`config.mk`:
```
export PLATFORM = sky130hd
export DESIGN_NAME = counter_nbit
export DESIGN_NICKNAME = d
export VERILOG_FILES = /design/src/rtl/counter_nbit.sv
export SDC_FILE = /design/constraint.sdc
export NUM_CORES = 1
export LEC_CHECK = 0
export ABC_AREA = 1
export CAP_MARGIN = 20
export CORE_ASPECT_RATIO = 0.8
export CORE_UTILIZATION = 46
export CTS_CLUSTER_DIAMETER = 80
export CTS_CLUSTER_SIZE = 25
export DETAILED_ROUTE_END_ITERATION = 10
export PLACE_DENSITY = 0.78
export SYNTH_ARGS = -nofsm -noshare
export SYNTH_HDL_FRONTEND = slang
export SYNTH_SLANG_ARGS = --single-unit
```
`constraint.sdc`:
```
create_clock -name clk -period 1.75 [get_ports clk]
set_input_delay 0.35 -clock clk [delete_from_list [all_inputs] [get_ports clk]]
set_output_delay 0.35 -clock clk [all_outputs]
set_load 0.1 [all_outputs]
```
`src/rtl/counter_nbit.sv`:
```
// counter_nbit: WIDTH-bit up/down counter with modulus MAX_VAL+1.
// Optional saturation, parallel load and boundary-event reporting.
//
// Ports
//   clk        : sole clock, rising edge
//   reset_n    : synchronous active-low reset
//   en         : count enable, one step per enabled edge
//   up         : 1 = increment, 0 = decrement
//   load       : parallel load strobe, has priority over en
//   load_data  : value to load, clamped to MAX_VAL
//   clr_ovf    : clears ovf_sticky (a boundary event on the same edge wins)
//   count      : registered counter value
//   tc         : combinational terminal count for the current direction
//   wrap       : one-cycle pulse after each boundary-event edge
//   ovf_sticky : sticky boundary-event flag
module counter_nbit #(
  parameter int               WIDTH    = 8,
  parameter logic [WIDTH-1:0] MAX_VAL  = {WIDTH{1'b1}},
  parameter int               SATURATE = 0
) (
  input  logic             clk,
  input  logic             reset_n,
  input  logic             en,
  input  logic             up,
  input  logic             load,
  input  logic [WIDTH-1:0] load_data,
  input  logic             clr_ovf,
  output logic [WIDTH-1:0] count,
  output logic             tc,
  output logic             wrap,
  output logic             ovf_sticky
);

  localparam logic [WIDTH-1:0] ZERO = '0;
  localparam logic [WIDTH-1:0] ONE  = {{(WIDTH-1){1'b0}}, 1'b1};

  logic             at_max, at_zero;
  logic             bnd_evt;
  logic [WIDTH-1:0] load_clamp;
  logic [WIDTH-1:0] count_nxt;

  assign at_max  = (count == MAX_VAL);
  assign at_zero = (count == ZERO);

  // Terminal count looks only at direction and value, never at en/load.
  assign tc = up ? at_max : at_zero;

  // A boundary event is an enabled step that would leave the 0..MAX_VAL range.
  assign bnd_evt = en & ~load & tc;

  // Loads above the modulus are clamped so count stays inside 0..MAX_VAL.
  assign load_clamp = (load_data > MAX_VAL) ? MAX_VAL : load_data;

  always_comb begin
    count_nxt = count;
    if (load) begin
      count_nxt = load_clamp;
    end else if (en) begin
      if (bnd_evt) begin
        if (SATURATE == 0) count_nxt = up ? ZERO : MAX_VAL;
      end else begin
        count_nxt = up ? (count + ONE) : (count - ONE);
      end
    end
  end

  always_ff @(posedge clk) begin
    if (!reset_n) begin
      count      <= ZERO;
      wrap       <= 1'b0;
      ovf_sticky <= 1'b0;
    end else begin
      count      <= count_nxt;
      wrap       <= bnd_evt;
      // Set beats clear when both happen on the same edge.
      ovf_sticky <= bnd_evt | (ovf_sticky & ~clr_ovf);
    end
  end

endmodule

```
== Yosys cells after proc, flatten, opt, wreduce, memory -nomap -nowiden ==
Cells that the tools add are included.

* Bitwise gates (word level): 6
* Reduce and logical (&&, ||, !) cells: 2
* Muxes and demuxes: 7
* Magnitude comparators: 1
* Eq/ne operators: 1
* Add/sub/neg operators: 2

{| class="wikitable"
|+ Operators with widths
! cell !! count
|-
| 8-bit two-way mux || 6
|-
| 8-bit by 1-bit adder with 8-bit output (second input constant) || 1
|-
| 8-bit == test (second input constant) || 1
|-
| 8-bit greater-than comparator (second input constant) || 1
|-
| 8-bit zero test || 1
|-
| 8-bit by 1-bit subtractor with 8-bit output (second input constant) || 1
|-
| 1-bit AND || 3
|-
| 1-bit NOT || 2
|-
| 2-bit nonzero test || 1
|-
| 1-bit two-way mux || 1
|-
| 1-bit OR || 1
|}

* Output and inout port bits: 11
* Flip-flop bits (word level): 10
* Word-level logic and storage cells: 22

== Logic depth before layout (Yosys ltp) ==
* Word-level depth: 6
* Gate-level depth with buffers: 10
* Depth with buffers taken out: 10

== Worst setup path before layout ==
No wires, ideal clock.

* Path type: register to register
* Start point: reg count[0]
* End point: reg count[2]
* Data arrival time: 2,249 ps
* Path buffers: 0
* Cell stages (with the launch flop): 7
* Clock period less this slack: 2,368 ps
* Path slack: -618 ps
* Cells stage by stage: dfxtp_1 > nor2_2 > nand3_2 > o21ai_2 > nand2_2 > a21oi_1 > nor2_1

* Longest elaborated chain between the ends: 6
* Elaborated cells on any way between the ends: 10
* Classes of those cells: add/sub: 2; eq/ne: 1; mux: 5; bitwise: 1; reduce/logical: 1

{| class="wikitable"
|+ RTL lines
! item !! line !! source
|-
| start, declared || 28 || <nowiki>output logic [WIDTH-1:0] count,</nowiki>
|-
| start signal, assigned || 73 || <nowiki>count <= count_nxt;</nowiki>
|-
| 8-bit == test or 8-bit zero test (tied branches) || 42, 43 ||
|-
| 1-bit two-way mux * || 46 || <nowiki>assign tc = up ? at_max : at_zero;</nowiki>
|-
| net tc || 29 || <nowiki>output logic tc,</nowiki>
|-
| 1-bit AND * || 49 || <nowiki>assign bnd_evt = en & ~load & tc;</nowiki>
|-
| 8-bit two-way mux * || 59 || <nowiki>if (bnd_evt) begin</nowiki>
|-
| 8-bit two-way mux * || 58 || <nowiki>end else if (en) begin</nowiki>
|-
| 8-bit two-way mux * || 56 || <nowiki>if (load) begin</nowiki>
|}

The timed path passes the listed nets; every way through them passes the cells marked *. The select of a mux whose other input is x is not followed.
A chain may end at the register's enable or synchronous reset.

== Worst setup path in the final report ==
* Start point: in up
* End point: out tc

* Longest elaborated chain between the ends: 1

{| class="wikitable"
|+ RTL lines
! item !! line !! source
|-
| start, declared || 24 || <nowiki>input logic up,</nowiki>
|-
| 1-bit two-way mux || 46 ||
|-
| end, declared || 29 ||
|}

Every way passes these cells.

==> results.md <==
* Synth Warn # at 0
* Die area at 0.00204 mm2
* Vias at 1070
* Post-place instance area at 0.00136 mm2
* Final setup skew at 0.00184 ns
* Worst reg-to-reg setup slack at 0.25 ns
* Outcome: finished clean
* FMAX at 0.601 GHz
* Critical Path RT at 1.40 ns
* DR pass1 iterations at 4
* Routed length on met3 at 259 um
* Worst-margin pin slew at 0.389 ns
* Met2 wire len at 1.37 mm
* Core area at 0.00169 mm2
* CTS tree: built
* Fin util at 86.2%
* Clk network pwr share at 20.6%
* Fraction of layout cells with a size suffix above 1 at 30.8%
* Register area share after synthesis at 23.4%
* DIE HEIGHT at 40.6 um
* RSZ-0062 raised after global routing: true
* GRT overflow at 0
* Row cnt at 13
* Area grow syn2layout at 70.1%
* Highest routed layer: met4
* Synthesized Nets at 160
* Placer congestion estimate at 0.898
* Number of max-cap violations at 0
* IO buf count at 24
* Reg2reg path depth at 8
* Number of diodes at 0
* Clk sink count at 10
* Total Routing Usage GR at 31.3%
* Design Area, Final at 0.00146 mm2
* CP max FO at 6
* IO Pins at 25
* CP startpoint kind: primary input
* Internal power at 0.000605 W
* First-pass GRT wire length at 4.53 mm
* CP peak stage delay at 0.26 ns
* Reg-to-Reg Start: count[4]$_SDFFE_PN0P_
* Hold Crit Class: flip-flop to flip-flop
* Final net count at 204
* DPL Wire Length at 1.99 mm
* H-tree depth at 1
* Power Density at 729 mW/mm2
* Synth cell types at 20
* NetSw at 0.000457 W
* Largest net degree at the start of global routing at 10
* CP max-delay cell: dlygate4sd2_1
* Vias in the first global route at 1018
* #FFs+latches synth at 10
* Antenna violations before repair at 0
* Initial Util at 50.7%
* Worst Path Arrival at 1.31 ns
* Commonest non-fill, non-tap cell in the layout: nand2_1
* Clock Path Buffers at 2
* Synth Area per Inst at 6.17 um2
* Drt first-iter violations at 32
* Leak at 0.705 nW
* Share of total power in sequential cells at 27.3%
* # DRC at 0
* Final hold violation count at 0
* Slew Viols, Final at 0
* Hold Path Origin: ovf_sticky$_SDFF_PN0_
* Antenna viol nets, final at 0
* Post-synthesis cell area at 857 um2
* Hold path endpoint: ovf_sticky$_SDFF_PN0_
* Maximum VDD drop at 500 uV
* Switching share of power at 43.0%
* Register clock-pin slew on the reported worst setup and hold paths at 0.07 ns
* Most frequent cells in the layout: nand2_1 (45), inv_1 (22), buf_4 (16)
* Post-layout min period at 1.66 ns
* Clk root buf: clkbuf_4
* Critical path class: primary input to output pin
* Final setup violation count at 0
* Worst path cell trace: dlygate4sd2_1 > inv_2 > buf_4 > nand2_2 > o21ai_4 > buf_12
* Synthesized instance count at 139
* Number of CTS-inserted buffers at 3
* Headroom to the max-slew limit at 74.1%
* Skew-Pair Late Insertion Delay at 0.27 ns
* Final worst path period share at 95.1%
* Setup crit start: up
* FF-to-FF End: count[7]$_SDFFE_PN0P_
* Post-DR wirelength/cell at 14.0 um
* Vias per cell at 5.25
* CP Capture Type: output pin
* Chip Width at 50.3 um
* Hold path depth at 2
* M1 wire length at 1.17 mm
* Comb power frac at 52.0%
* Total Routed Length at 2.86 mm
==> logic make-up (layout without fill, tap and decap cells) <==
group / Yosys count / after routing / share of synthesized area, %
fa+ha+maj: 7 / 7 / 11.1
compound gates: 21 / 21 / 14.2
xor+xnor: 3 / 3 / 3.07
buf+inv: 25 / 68 / 11.1
flops: 10 / 10 / 23.4
simple gates: 73 / 73 / 37.2
==> critical path: cells and delay by family <==
family | cells | cell delay, ns
and+or+nand+nor | 1 | 0.07
AOI/OAI and AO/OA | 1 | 0.20
buffers and inverters | 4 | 0.71
==> layer usage <==
layer	GRT usage, %	vias to the layer above
met4	13.6	0
met3	7.58	8
met2	56.3	55
met1	36.5	480
li1	-	527
met5	0	-
==> power groups by stage <==
stage	Combinational (W)	Clock, W	Sequential [W]
2_1_floorplan	0.000197	0	0.000403
3_3_place_gp	0.000500	0	0.000290
3_5_place_dp	0.000515	0	0.000292
4_1_cts	0.000542	0.000222	0.000290
5_1_grt	0.000588	0.000235	0.000292
6_report	0.000553	0.000219	0.000290
==> stage by stage <==
stage               power, W  hold slack, ns  setup TNS, ns  setup slack (ns)  instances
finish               0.00106           0.524              0            0.0858        204
detailed placement  0.000807           0.515          -2.68            -0.393        196
global placement    0.000790           0.491          -2.05            -0.309        196
global route         0.00111           0.535       -0.00259          -0.00259        204
CTS                  0.00105           0.526              0            0.0865        204
floorplan           0.000600           0.482              0           0.00140        139
==> worst max path at each step <==
stage               cells past startpoint               endpoint  slack [ns]
floorplan                               6  count[2]$_SDFFE_PN0P_       0.001
global placement                        7  count[4]$_SDFFE_PN0P_       -0.31
detailed placement                     10  count[7]$_SDFFE_PN0P_       -0.39
CTS                                     4                     tc        0.09
global route                           12  count[7]$_SDFFE_PN0P_      -0.003
finish                                  6                     tc        0.09
==> sequential cells by signal, indices dropped and copies added (netlist names) <==
name        flops
ovf_sticky      1
wrap            1
count           8
==> timing repair <==
item                       in CTS  in global routing
buffers inserted                4                  0
setup endpoints to repair       7                  1
resized for setup               7                  0
hold buffers                    0                  0
cloned                          0                  0
pin swaps                       1                  0
==> final cells by class <==
class	instances	area, um2
inverters	24	90.1
clock buffers	4	36.3
flip-flops and latches	10	230
repair buffers	40	469
well taps	22	27.5
multi-input cells	104	604
fillers	96	234
==> cell usage after synthesis, drive strengths merged <==
cell type	instances	area, um2
nand2	48	188
inv	23	86.3
nor2	14	67.6
a21oi	13	65.1
dfxtp	10	200
nand3	9	50.1
ha	6	75.1
a22oi	5	37.5
o21ai	3	18.8
xor2	2	17.5
buf	1	5.00
clkinv	1	3.75
fa	1	20.0
nand4	1	6.26
nor3b	1	7.51
xnor2	1	8.76
(Power assumes the default switching activity.)
